==> src/rtl/mpx_pkg.sv <==
// Shared definitions for the MPX statistics block: stat_cfg bit positions,
// statistics FSM states and the rail-clip sample codes.
package mpx_pkg;

  localparam int STAT_CFG_EN_BIT     = 0;
  localparam int STAT_CFG_SIGNED_BIT = 1;

  typedef enum logic [0:0] {
    STAT_IDLE,
    STAT_ACCUM
  } stat_state_t;

  localparam logic [7:0] CLIP_U_LO = 8'h00;
  localparam logic [7:0] CLIP_U_HI = 8'hFF;
  localparam logic [7:0] CLIP_S_LO = 8'h80;
  localparam logic [7:0] CLIP_S_HI = 8'h7F;

endpackage

==> src/rtl/mpx_stat_cmp.sv <==
// Combinational evaluation of one MPX sample against the running window
// accumulators: next min, next max and whether the sample sits on a rail.
// The first sample of a window seeds both min and max.
import mpx_pkg::*;

module mpx_stat_cmp #(
  parameter int DATA_W = 8
) (
  input  logic [DATA_W-1:0] sample,
  input  logic [DATA_W-1:0] min_acc,
  input  logic [DATA_W-1:0] max_acc,
  input  logic              signed_mode,
  input  logic              first,
  output logic [DATA_W-1:0] new_min,
  output logic [DATA_W-1:0] new_max,
  output logic              is_clip
);

  // Pick the new extremes in the selected number format and flag rail samples
  always_comb begin
    new_min = min_acc;
    new_max = max_acc;
    is_clip = 1'b0;
    if (first) begin
      new_min = sample;
      new_max = sample;
    end else if (signed_mode) begin
      if ($signed(sample) < $signed(min_acc)) new_min = sample;
      if ($signed(sample) > $signed(max_acc)) new_max = sample;
    end else begin
      if (sample < min_acc) new_min = sample;
      if (sample > max_acc) new_max = sample;
    end
    if (signed_mode)
      is_clip = (sample == DATA_W'(CLIP_S_LO)) || (sample == DATA_W'(CLIP_S_HI));
    else
      is_clip = (sample == DATA_W'(CLIP_U_LO)) || (sample == DATA_W'(CLIP_U_HI));
  end

endmodule

==> src/rtl/mpx_stat.sv <==
// Windowed level statistics for the MPX sample stream. Tracks min, max and
// rail-clip count over windows of stat_limit valid samples and publishes the
// results of every completed window to mpx_regs.
// Optional build macro MPX_STAT_DONE_EN adds the stat_done publish pulse.
import mpx_pkg::*;

module mpx_stat #(
  parameter int DATA_W = 8,
  parameter int CNT_W  = 32
) (
  input  logic              clk,
  input  logic              reset,
  input  logic [DATA_W-1:0] sample,
  input  logic              sample_valid,
  input  logic [1:0]        stat_cfg,
  input  logic [CNT_W-1:0]  stat_limit,
  output logic [DATA_W-1:0] stat_min,
  output logic [DATA_W-1:0] stat_max,
  output logic [CNT_W-1:0]  stat_count
`ifdef MPX_STAT_DONE_EN
  ,
  output logic              stat_done
`endif
);

  stat_state_t       state;
  logic [CNT_W-1:0]  limit_q;
  logic              mode_q;
  logic [CNT_W-1:0]  n;
  logic [DATA_W-1:0] min_acc;
  logic [DATA_W-1:0] max_acc;
  logic [CNT_W-1:0]  clip_acc;

  logic              cfg_en;
  logic              cfg_signed;
  logic              limit_nz;
  logic              first;
  logic              last;
  logic              publish;
  logic [DATA_W-1:0] new_min;
  logic [DATA_W-1:0] new_max;
  logic              is_clip;
  logic [CNT_W-1:0]  clip_next;

  assign cfg_en     = stat_cfg[STAT_CFG_EN_BIT];
  assign cfg_signed = stat_cfg[STAT_CFG_SIGNED_BIT];
  assign limit_nz   = (stat_limit != '0);
  assign first      = (n == '0);
  // limit_q is never zero while accumulating, so limit_q-1 cannot wrap
  assign last       = (n == limit_q - CNT_W'(1));
  assign publish    = (state == STAT_ACCUM) && cfg_en && sample_valid && last;

  mpx_stat_cmp #(
    .DATA_W (DATA_W)
  ) u_cmp (
    .sample      (sample),
    .min_acc     (min_acc),
    .max_acc     (max_acc),
    .signed_mode (mode_q),
    .first       (first),
    .new_min     (new_min),
    .new_max     (new_max),
    .is_clip     (is_clip)
  );

  // Clip count saturates instead of wrapping on very long windows
  always_comb begin
    clip_next = clip_acc;
    if (is_clip && (clip_acc != '1)) clip_next = clip_acc + CNT_W'(1);
  end

  // Window FSM: latch config at window start, accumulate, publish on close
  always_ff @(posedge clk) begin
    if (reset) begin
      state      <= STAT_IDLE;
      limit_q    <= '0;
      mode_q     <= 1'b0;
      n          <= '0;
      min_acc    <= '0;
      max_acc    <= '0;
      clip_acc   <= '0;
      stat_min   <= '0;
      stat_max   <= '0;
      stat_count <= '0;
    end else begin
      case (state)
        STAT_IDLE: begin
          if (cfg_en && limit_nz) begin
            limit_q  <= stat_limit;
            mode_q   <= cfg_signed;
            n        <= '0;
            min_acc  <= '0;
            max_acc  <= '0;
            clip_acc <= '0;
            state    <= STAT_ACCUM;
          end
        end
        STAT_ACCUM: begin
          if (!cfg_en) begin
            n        <= '0;
            min_acc  <= '0;
            max_acc  <= '0;
            clip_acc <= '0;
            state    <= STAT_IDLE;
          end else if (sample_valid) begin
            if (last) begin
              stat_min   <= new_min;
              stat_max   <= new_max;
              stat_count <= clip_next;
              n          <= '0;
              min_acc    <= '0;
              max_acc    <= '0;
              clip_acc   <= '0;
              if (limit_nz) begin
                limit_q <= stat_limit;
                mode_q  <= cfg_signed;
              end else begin
                state <= STAT_IDLE;
              end
            end else begin
              min_acc  <= new_min;
              max_acc  <= new_max;
              clip_acc <= clip_next;
              n        <= n + CNT_W'(1);
            end
          end
        end
        default: state <= STAT_IDLE;
      endcase
    end
  end

`ifdef MPX_STAT_DONE_EN
  // One-cycle pulse aligned with the cycle the new results become visible
  always_ff @(posedge clk) begin
    if (reset) stat_done <= 1'b0;
    else       stat_done <= publish;
  end
`else
  logic unused_publish;
  assign unused_publish = publish;
`endif

endmodule
==> config.mk <==
export PLATFORM = sky130hd
export DESIGN_NAME = mpx_stat
export DESIGN_NICKNAME = d
export VERILOG_FILES = /design/src/rtl/mpx_pkg.sv /design/src/rtl/mpx_stat_cmp.sv /design/src/rtl/mpx_stat.sv
export SDC_FILE = /design/constraint.sdc
export NUM_CORES = 1
export LEC_CHECK = 0
export BUFFER_PORTS_ARGS = -buffer_cell sky130_fd_sc_hd__clkbuf_2
export CORE_MARGIN = 5
export CORE_UTILIZATION = 45
export CTS_CLUSTER_DIAMETER = 100
export DETAILED_ROUTE_END_ITERATION = 10
export GPL_TIMING_DRIVEN = 1
export PLACE_DENSITY_LB_ADDON = 0.15
export SLEW_MARGIN = 20
export SYNTH_ARGS = -nofsm -noshare
export SYNTH_HDL_FRONTEND = slang
export SYNTH_SLANG_ARGS = --single-unit
export TNS_END_PERCENT = 1
==> constraint.sdc <==
create_clock -name clk -period 5 [get_ports clk]
set_input_delay 0.5 -clock clk [delete_from_list [all_inputs] [get_ports clk]]
set_output_delay 0.5 -clock clk [all_outputs]
set_load 0.02 [all_outputs]
==> results of run 1 <==
## Yosys cell counts (3+ instances only)
cell	instances	area, um^2
sky130_fd_sc_hd__o21bai_1	4	30.0
sky130_fd_sc_hd__o211ai_1	4	30.0
sky130_fd_sc_hd__and2_1	3	18.8
sky130_fd_sc_hd__a21o_1	8	60.1
sky130_fd_sc_hd__a21oi_1	33	165
sky130_fd_sc_hd__clkbuf_1	78	293
sky130_fd_sc_hd__or3_1	14	87.6
sky130_fd_sc_hd__nand3_1	69	345
sky130_fd_sc_hd__and3_1	20	125
sky130_fd_sc_hd__dfxtp_1	162	3240
sky130_fd_sc_hd__buf_2	16	80.1
sky130_fd_sc_hd__o31ai_1	29	218
sky130_fd_sc_hd__o21ai_0	56	280
sky130_fd_sc_hd__buf_1	14	52.6
sky130_fd_sc_hd__o311ai_0	26	228
sky130_fd_sc_hd__nor4b_1	37	324
sky130_fd_sc_hd__o21a_1	7	52.6
sky130_fd_sc_hd__nor2b_1	4	25.0
sky130_fd_sc_hd__nor3b_1	3	22.5
sky130_fd_sc_hd__nand2_1	98	368
sky130_fd_sc_hd__ha_1	19	238
sky130_fd_sc_hd__nor4_1	26	163
sky130_fd_sc_hd__o31ai_2	11	138
sky130_fd_sc_hd__nor2_1	41	154
sky130_fd_sc_hd__or4_1	7	52.6
sky130_fd_sc_hd__and4_1	7	61.3
sky130_fd_sc_hd__buf_6	7	78.8
sky130_fd_sc_hd__xor2_1	36	315
sky130_fd_sc_hd__or2_2	5	31.3
sky130_fd_sc_hd__o22ai_1	3	18.8
sky130_fd_sc_hd__a22o_1	18	158
sky130_fd_sc_hd__a211oi_1	7	52.6
sky130_fd_sc_hd__o21ai_1	7	35.0
sky130_fd_sc_hd__nor3_1	81	405
sky130_fd_sc_hd__nand4_1	55	344
sky130_fd_sc_hd__nand2b_1	3	18.8
sky130_fd_sc_hd__inv_1	39	146
sky130_fd_sc_hd__o311ai_1	8	70.1
sky130_fd_sc_hd__xnor2_1	44	385
sky130_fd_sc_hd__mux2i_1	16	160
sky130_fd_sc_hd__a31oi_1	46	288
sky130_fd_sc_hd__a31o_2	19	166
## worst max-delay path, stage by stage, from the launching register on
cell,delay (ps)
sky130_fd_sc_hd__dfxtp_1,380
sky130_fd_sc_hd__inv_1,90
sky130_fd_sc_hd__ha_1,220
sky130_fd_sc_hd__or4b_2,670
sky130_fd_sc_hd__nor4_1,470
sky130_fd_sc_hd__nand2_1,150
sky130_fd_sc_hd__o221a_2,290
sky130_fd_sc_hd__a211oi_1,320
sky130_fd_sc_hd__nand4_1,180
sky130_fd_sc_hd__nand2_1,540
sky130_fd_sc_hd__o21ai_1,380
sky130_fd_sc_hd__a22o_1,270
## where the power goes
part | switching (mW) | total [mW] | internal (mW)
logic | 0.240 | 0.382 | 0.142
registers | 0.0474 | 1.36 | 1.31
clock network | 0.596 | 1.35 | 0.754
## flip-flops by register name, indices dropped and copies added (netlist names)
| signal | cells |
|---|---|
| state | 1 |
| clip_acc | 32 |
| stat_min | 8 |
| n | 32 |
| max_acc | 8 |
| min_acc | 8 |
| stat_max | 8 |
| stat_count | 32 |
| limit_q | 32 |
| mode_q | 1 |
## cells by family after synthesis
logic type	synth area share, %
buffers and inverters	6.71
xor gates and xnor gates	7.06
AOI/OAI and AO/OA	21.9
DFF	32.7
and+or+nand+nor	27.6
muxes	1.61
adders and majority gates	2.40
## cells in the final DEF, fill, tap and decap left out, drive strengths merged, types with 16 or more instances in the layout
| master | n |
|---|---|
| o21ai | 64 |
| xnor2 | 44 |
| inv | 47 |
| o31ai | 40 |
| nand4 | 56 |
| xor2 | 36 |
| nor2 | 41 |
| a31oi | 46 |
| clkbuf | 109 |
| nand2 | 98 |
| nor3 | 84 |
| nor4b | 37 |
| nor4 | 27 |
| and3 | 20 |
| ha | 19 |
| a22o | 18 |
| buf | 20 |
| mux2i | 16 |
| o311ai | 34 |
| nand3 | 69 |
| a31o | 19 |
| dfxtp | 162 |
| a21oi | 33 |
## per-stage QoR
step,total power [mW],worst slack [ps]
detailed placement,1.77,848
global route,3.23,710
global placement,1.77,917
floorplan,1.65,1570
CTS,3.13,828
finish,3.09,915
## final cells by class
cell class / count / share of cell area [%]
clock buffers: 18 / 3.90
clock inverters: 14 / 1.50
inverters: 39 / 1.35
multi-input cells: 909 / 54.8
flip-flops and latches: 162 / 29.5
well taps: 280 / 3.18
repair buffers: 111 / 5.79
## routing by layer
layer,part of all wire (%),vias up,wire length [um],track usage [%]
li1,-,4692,-,-
met3,4.8,28,1340,4.13
met5,0,-,0,0
met2,45,202,12400,34.6
met4,1.4,0,386,5.69
met1,49,4439,13700,31.8
## worst paths after layout
check                                    start             end  slack (ps)  cells after the start
worst min register to register  stat_count[11]  stat_count[11]         470                      2
worst max register to register      limit_q[0]      max_acc[2]         910                     11
worst max-delay path                limit_q[0]      max_acc[2]         910                     11
worst min-delay path            stat_limit[18]     limit_q[18]         360                      3
==> run_summary.xml, run 1 <==
<?xml version="1.0" encoding="UTF-8"?>
<metrics>
  <group name="timing">
    <metric name="final-max-slew-violation-count" unit="">0</metric>
    <metric name="totalNegativeSetupSlack" unit="ps">0</metric>
    <metric name="achievable-frequency" unit="GHz">0.245</metric>
    <metric name="report.final.setup_viol" unit="">0</metric>
    <metric name="hold_viol_final" unit="">0</metric>
    <metric name="slew_headroom" unit="%">40.7</metric>
    <metric name="min_period_over_period" unit="%">81.7</metric>
    <metric name="fin_worst_skew" unit="ps">20.0</metric>
    <metric name="timing.final.crit_period" unit="ps">4090</metric>
    <metric name="rsz0062_at_grt" unit="">no</metric>
    <metric name="worst_hold_slack" unit="ps">364</metric>
    <metric name="worst-slew-pin-transition" unit="ps">890</metric>
  </group>
  <group name="finish">
    <metric name="finish.instance_area" unit="um^2">11000</metric>
    <metric name="finalNetCount" unit="">1304</metric>
    <metric name="final.fill_count" unit="">2133</metric>
    <metric name="area_of_the_multi_input_gates" unit="um^2">6040</metric>
    <metric name="insertedDiodeCount" unit="">0</metric>
    <metric name="drive_gt1_share" unit="%">15.5</metric>
    <metric name="layout.core_utilization" unit="%">50.6</metric>
    <metric name="stdcell_count" unit="">1533</metric>
    <metric name="seq_area" unit="um^2">3240</metric>
    <metric name="areaGrowthSynthToFinish" unit="%">11.0</metric>
  </group>
  <group name="floorplanning">
    <metric name="io_pins" unit="">93</metric>
    <metric name="core_area" unit="um^2">21800</metric>
    <metric name="dieWidth" unit="um">159</metric>
    <metric name="rows" unit="">54</metric>
    <metric name="floorplan.initialDensity" unit="%">45.6</metric>
    <metric name="dieArea" unit="um^2">25100</metric>
    <metric name="chipHeight" unit="um">159</metric>
  </group>
  <group name="route">
    <metric name="dr_total_vias" unit="">9361</metric>
    <metric name="post_drt_wl_per_cell" unit="um">18.2</metric>
    <metric name="wirelength" unit="mm">27.9</metric>
    <metric name="drt_iter0_markers" unit="">684</metric>
    <metric name="detailedRoute.firstPassIterationCount" unit="">4</metric>
    <metric name="postRouteAntennaNets" unit="">0</metric>
    <metric name="drc" unit="">0</metric>
    <metric name="vias_per_cell" unit="">6.11</metric>
  </group>
  <group name="global_route">
    <metric name="vias_in_the_first_global_route" unit="">8698</metric>
    <metric name="grt_pass1_wl" unit="mm">45.6</metric>
    <metric name="grtUsageTotal" unit="%">22.2</metric>
    <metric name="grt_ovf" unit="">0</metric>
    <metric name="antenna_found_initial" unit="">0</metric>
    <metric name="grt_max_degree" unit="">84</metric>
  </group>
  <group name="placed_design">
    <metric name="gp_routability_congestion" unit="">0.908</metric>
    <metric name="numPortBuffers" unit="">92</metric>
    <metric name="dp_hpwl" unit="mm">19.2</metric>
    <metric name="dpl-instance-area" unit="um^2">10400</metric>
    <metric name="post-place-cells" unit="">1500</metric>
  </group>
  <group name="synth">
    <metric name="syn-instance-count" unit="">1227</metric>
    <metric name="ys_warn_count" unit="">0</metric>
    <metric name="synth_enable_flop_cells" unit="">0</metric>
    <metric name="async_set_or_reset_register_ratio_after_synthesis" unit="%">0</metric>
    <metric name="post_synthesis_instance_area" unit="um^2">9930</metric>
    <metric name="yosys_register_bits" unit="">162</metric>
    <metric name="postSynth.topFlopCell" unit="">sky130_fd_sc_hd__dfxtp_1</metric>
    <metric name="post_synthesis_sequential_area_ratio" unit="%">32.7</metric>
    <metric name="synth.lib_cells_used.distinct" unit="">71</metric>
    <metric name="synth.avg_cell_area" unit="um^2">8.09</metric>
    <metric name="postSynthNetCount" unit="">1291</metric>
  </group>
  <group name="critical_path">
    <metric name="cp.required" unit="ps">5330</metric>
    <metric name="worst-path-max-fanout" unit="">14</metric>
    <metric name="crit_path_start_kind" unit="">flip-flop</metric>
    <metric name="end_kind" unit="">flip-flop</metric>
    <metric name="timing_worst_setup_path_type" unit="">flip-flop to flip-flop</metric>
    <metric name="cp.arrival" unit="ps">4410</metric>
  </group>
  <group name="clock_tree">
    <metric name="cts_tree" unit="">built</metric>
    <metric name="postCtsSetupRepairBufs" unit="">0</metric>
    <metric name="worst_skew_pair.late_latency" unit="ps">440</metric>
    <metric name="worst_setup_hold_path_clk_slew" unit="ps">70</metric>
    <metric name="cts_made_buffers" unit="">17</metric>
    <metric name="clock_sinks" unit="">162</metric>
    <metric name="clock_tree_root_driver_cell" unit="">sky130_fd_sc_hd__clkbuf_16</metric>
    <metric name="cts_htree_levels" unit="">4</metric>
    <metric name="holdBufCountCts" unit="">0</metric>
    <metric name="clock_path_buffers" unit="">2</metric>
    <metric name="post_cts.resized_instances" unit="">0</metric>
  </group>
  <group name="power_and_ir_drop">
    <metric name="ir_drop" unit="V">0.000206</metric>
    <metric name="power_density" unit="nW/um^2">281</metric>
    <metric name="cellLeakagePower" unit="nW">3.82</metric>
  </group>
  <group name="hold_path">
    <metric name="worst_hold_path_type" unit="">input pin to flip-flop</metric>
  </group>
  <group name="run_status">
    <metric name="run_status" unit="">finished, final reports clean</metric>
  </group>
  <group name="job">
    <metric name="maxCapViolations" unit="">0</metric>
  </group>
</metrics>
Power figures use the tool's default switching activity.
==> run 2: changes to the inputs <==
- ABC_AREA: unset -> 1
- clock period: 5 -> 3.75 ns (I/O delays scaled with it)
==> run_summary.xml, run 2 <==
<?xml version="1.0" encoding="UTF-8"?>
<metrics>
  <group name="synth">
    <metric name="post_synthesis_instance_area" unit="um^2">10800</metric>
    <metric name="synthMostInstantiatedCell" unit="">sky130_fd_sc_hd__nand2_1</metric>
    <metric name="synth_top_cell_by_area" unit="">sky130_fd_sc_hd__dfxtp_1</metric>
    <metric name="ys_warn_count" unit="">0</metric>
    <metric name="synth.area.top_cells" unit="">sky130_fd_sc_hd__dfxtp_1 (30%), sky130_fd_sc_hd__nand2_1 (15%), sky130_fd_sc_hd__nor2_1 (8.1%)</metric>
    <metric name="postSynth.topFlopCell" unit="">sky130_fd_sc_hd__dfxtp_1</metric>
    <metric name="postSynthNetCount" unit="">1811</metric>
    <metric name="synth_area_in_adders" unit="%">2.20</metric>
    <metric name="async_set_or_reset_register_ratio_after_synthesis" unit="%">0</metric>
    <metric name="synth_compound_gate_area_share" unit="%">13.2</metric>
    <metric name="synth_enable_flop_cells" unit="">0</metric>
    <metric name="synth.cells.most_frequent" unit="">sky130_fd_sc_hd__nand2_1 (434), sky130_fd_sc_hd__nor2_1 (233), sky130_fd_sc_hd__inv_1 (204)</metric>
    <metric name="synth.avg_cell_area" unit="um^2">6.19</metric>
    <metric name="yosys.area_share.xor_xnor" unit="%">5.99</metric>
    <metric name="largest_family_of_logic_cells_by_synthesized_area" unit="">simple AND/OR/NAND/NOR gates</metric>
    <metric name="synth_simple_gate_area_share" unit="%">37.7</metric>
    <metric name="yosys_register_bits" unit="">162</metric>
    <metric name="post_synthesis_sequential_area_ratio" unit="%">30.0</metric>
    <metric name="yosys-mux-area-fraction" unit="%">0</metric>
    <metric name="syn-instance-count" unit="">1747</metric>
    <metric name="synth.lib_cells_used.distinct" unit="">40</metric>
    <metric name="post-synth-top-area-fraction" unit="%">30.0</metric>
  </group>
  <group name="global_route">
    <metric name="grtUsageTotal" unit="%">23.0</metric>
    <metric name="vias_in_the_first_global_route" unit="">10320</metric>
    <metric name="grt_pass1_wl" unit="mm">51.3</metric>
    <metric name="grt_max_degree" unit="">92</metric>
    <metric name="antenna_found_initial" unit="">0</metric>
    <metric name="grt_ovf" unit="">0</metric>
  </group>
  <group name="placed_design">
    <metric name="gp_routability_congestion" unit="">0.907</metric>
    <metric name="numPortBuffers" unit="">92</metric>
    <metric name="dp_hpwl" unit="mm">22.5</metric>
  </group>
  <group name="finish">
    <metric name="drive_gt1_share" unit="%">10.1</metric>
    <metric name="finalNetCount" unit="">1854</metric>
    <metric name="layout.core_utilization" unit="%">51.3</metric>
    <metric name="layout.cells.most_common_list" unit="">sky130_fd_sc_hd__nand2_1 (432), sky130_fd_sc_hd__nor2_1 (231), sky130_fd_sc_hd__inv_1 (204)</metric>
    <metric name="mostFrequentLayoutCell" unit="">sky130_fd_sc_hd__nand2_1</metric>
    <metric name="areaGrowthSynthToFinish" unit="%">11.7</metric>
    <metric name="insertedDiodeCount" unit="">0</metric>
  </group>
  <group name="route">
    <metric name="postRouteAntennaNets" unit="">0</metric>
    <metric name="drc" unit="">0</metric>
    <metric name="wirelength" unit="mm">31.1</metric>
    <metric name="post_drt_wl_per_cell" unit="um">14.7</metric>
    <metric name="dr_total_vias" unit="">11102</metric>
    <metric name="vias_per_cell" unit="">5.23</metric>
    <metric name="drt_iter0_markers" unit="">920</metric>
    <metric name="detailedRoute.firstPassIterationCount" unit="">6</metric>
  </group>
  <group name="power_and_ir_drop">
    <metric name="intPower" unit="mW">3.01</metric>
    <metric name="power_density" unit="nW/um^2">362</metric>
    <metric name="combinationalPowerShare" unit="%">16.2</metric>
    <metric name="swShare" unit="%">31.2</metric>
    <metric name="power_after_layout" unit="mW">4.37</metric>
    <metric name="power.share.sequential" unit="%">41.5</metric>
    <metric name="clock_power_share" unit="%">42.3</metric>
    <metric name="cellLeakagePower" unit="nW">5.23</metric>
    <metric name="power.switching" unit="mW">1.37</metric>
    <metric name="ir_drop" unit="V">0.000275</metric>
  </group>
  <group name="critical_path">
    <metric name="worstRegToRegCells" unit="">16</metric>
    <metric name="timing_worst_setup_path_type" unit="">flip-flop to flip-flop</metric>
    <metric name="crit-reg2reg-launch" unit="">limit_q[0]</metric>
    <metric name="cp.arrival" unit="ps">3490</metric>
    <metric name="worst-path-max-fanout" unit="">32</metric>
    <metric name="crit_path_start_kind" unit="">flip-flop</metric>
    <metric name="cp-startpoint" unit="">limit_q[0]</metric>
    <metric name="reg2reg_slack" unit="ps">530</metric>
    <metric name="end_kind" unit="">flip-flop</metric>
    <metric name="timing.rr.end" unit="">stat_count[31]</metric>
    <metric name="cp.required" unit="ps">4030</metric>
  </group>
  <group name="clock_tree">
    <metric name="post_cts.resized_instances" unit="">0</metric>
    <metric name="worst_setup_hold_path_clk_slew" unit="ps">80</metric>
    <metric name="worst_skew_pair.late_latency" unit="ps">430</metric>
    <metric name="cts_tree" unit="">built</metric>
    <metric name="cts_htree_levels" unit="">4</metric>
    <metric name="cts_made_buffers" unit="">17</metric>
    <metric name="holdBufCountCts" unit="">0</metric>
    <metric name="clock_path_buffers" unit="">2</metric>
    <metric name="clock_sinks" unit="">162</metric>
    <metric name="postCtsSetupRepairBufs" unit="">0</metric>
    <metric name="clock_tree_root_driver_cell" unit="">sky130_fd_sc_hd__clkbuf_16</metric>
  </group>
  <group name="timing">
    <metric name="hold_viol_final" unit="">0</metric>
    <metric name="worst-slew-pin-transition" unit="ps">965</metric>
    <metric name="totalNegativeSetupSlack" unit="ps">0</metric>
    <metric name="slew_headroom" unit="%">35.7</metric>
    <metric name="min_period_over_period" unit="%">85.8</metric>
    <metric name="timing.final.crit_period" unit="ps">3220</metric>
    <metric name="fin_worst_skew" unit="ps">12.4</metric>
    <metric name="report.final.setup_viol" unit="">0</metric>
    <metric name="final-max-slew-violation-count" unit="">0</metric>
    <metric name="achievable-frequency" unit="GHz">0.311</metric>
    <metric name="rsz0062_at_grt" unit="">no</metric>
  </group>
  <group name="floorplanning">
    <metric name="dieWidth" unit="um">165</metric>
    <metric name="chipHeight" unit="um">165</metric>
    <metric name="rows" unit="">56</metric>
    <metric name="floorplan.initialDensity" unit="%">45.9</metric>
    <metric name="dieArea" unit="um^2">27200</metric>
    <metric name="io_pins" unit="">93</metric>
    <metric name="core_area" unit="um^2">23500</metric>
  </group>
  <group name="job">
    <metric name="maxCapViolations" unit="">0</metric>
  </group>
  <group name="hold_path">
    <metric name="min_to" unit="">limit_q[31]</metric>
    <metric name="whs_path_depth" unit="">5</metric>
    <metric name="timing.hold.worst.start" unit="">stat_limit[31]</metric>
    <metric name="worst_hold_path_type" unit="">input pin to flip-flop</metric>
  </group>
  <group name="run_status">
    <metric name="run_status" unit="">finished, final reports clean</metric>
  </group>
</metrics>
## run 2: changes by cell type in the layout (fill, tap and decap cells not counted), moves of 20 or more
cell                       delta
sky130_fd_sc_hd__o31ai_1     -28
sky130_fd_sc_hd__nor3_1      -58
sky130_fd_sc_hd__a21oi_1    +125
sky130_fd_sc_hd__xnor2_1     -22
sky130_fd_sc_hd__o311ai_0    -26
sky130_fd_sc_hd__and3_1      -20
sky130_fd_sc_hd__a31oi_1     -46
sky130_fd_sc_hd__o21bai_1    +25
sky130_fd_sc_hd__nand3_1     +55
sky130_fd_sc_hd__nor4b_1     -37
sky130_fd_sc_hd__inv_1      +166
sky130_fd_sc_hd__nand2_1    +334
sky130_fd_sc_hd__nor2_1     +192
## run 2: per-layer routing
| metal | vias up | GRT usage, % | routed length, um |
|---|---|---|---|
| met5 | - | 0 | 0 |
| met4 | 0 | 5.41 | 471 |
| met3 | 41 | 3.82 | 1520 |
| met2 | 287 | 37.2 | 13900 |
| met1 | 5055 | 32.2 | 15200 |
| li1 | 5719 | - | - |
## run 2: how the worst max path moves through the flow
stage	to	slack, ps
floorplan	mode_q	1380
global placement	stat_count[31]	640
detailed placement	stat_count[31]	580
CTS	stat_count[0]	550
global route	stat_count[5]	230
finish	stat_count[31]	530
## run 2: worst max-delay path: stages (launching register included)
cell and delay (ps):
sky130_fd_sc_hd__dfxtp_1 350, sky130_fd_sc_hd__inv_1 120, sky130_fd_sc_hd__ha_1 240, sky130_fd_sc_hd__nand2_1 120, sky130_fd_sc_hd__nor2_4 200, sky130_fd_sc_hd__nand2_2 130, sky130_fd_sc_hd__o21ai_1 140, sky130_fd_sc_hd__nand2_1 60
sky130_fd_sc_hd__nor2_1 110, sky130_fd_sc_hd__nand3_1 120, sky130_fd_sc_hd__nor2_4 140, sky130_fd_sc_hd__nand3_4 220, sky130_fd_sc_hd__nor2_1 190, sky130_fd_sc_hd__nand2_2 420, sky130_fd_sc_hd__buf_4 390, sky130_fd_sc_hd__nand2_1 80
sky130_fd_sc_hd__a21oi_1 50
## run 2: area by class of cell
cell class	instances	area, um^2
Fill cell	2499	11500
Multi-Input combinational cell	1294	6420
Sequential cell	162	3240
Inverter	209	785
Timing Repair Buffer	106	603
Clock buffer	17	425
Tap cell	319	399
Clock inverter	15	195
## run 2: power by group through the flow
stage	clock, mW	sequential [mW]	combinational [mW]
detailed placement	0	1.86	0.704
global route	1.95	1.82	0.802
CTS	1.87	1.82	0.706
global placement	0	1.86	0.697
floorplan	0	1.83	0.528
finish	1.85	1.82	0.708
## run 2: through the flow
stage	setup slack (ps)	cells	instance area [um^2]	hold WS, ps
3_3_place_gp	641	2090	11500	456
5_1_grt	232	2122	12100	264
6_report	533	2122	12100	254
2_1_floorplan	1380	1747	10800	466
3_5_place_dp	585	2090	11500	465
4_1_cts	551	2122	12100	249
## run 2: cells by family after synthesis
kind of cell,count (synthesis)
xor gates and xnor gates,74
adders and majority gates,19
DFF,162
buffers and inverters,291
AOI/OAI and AO/OA,262
and+or+nand+nor,939
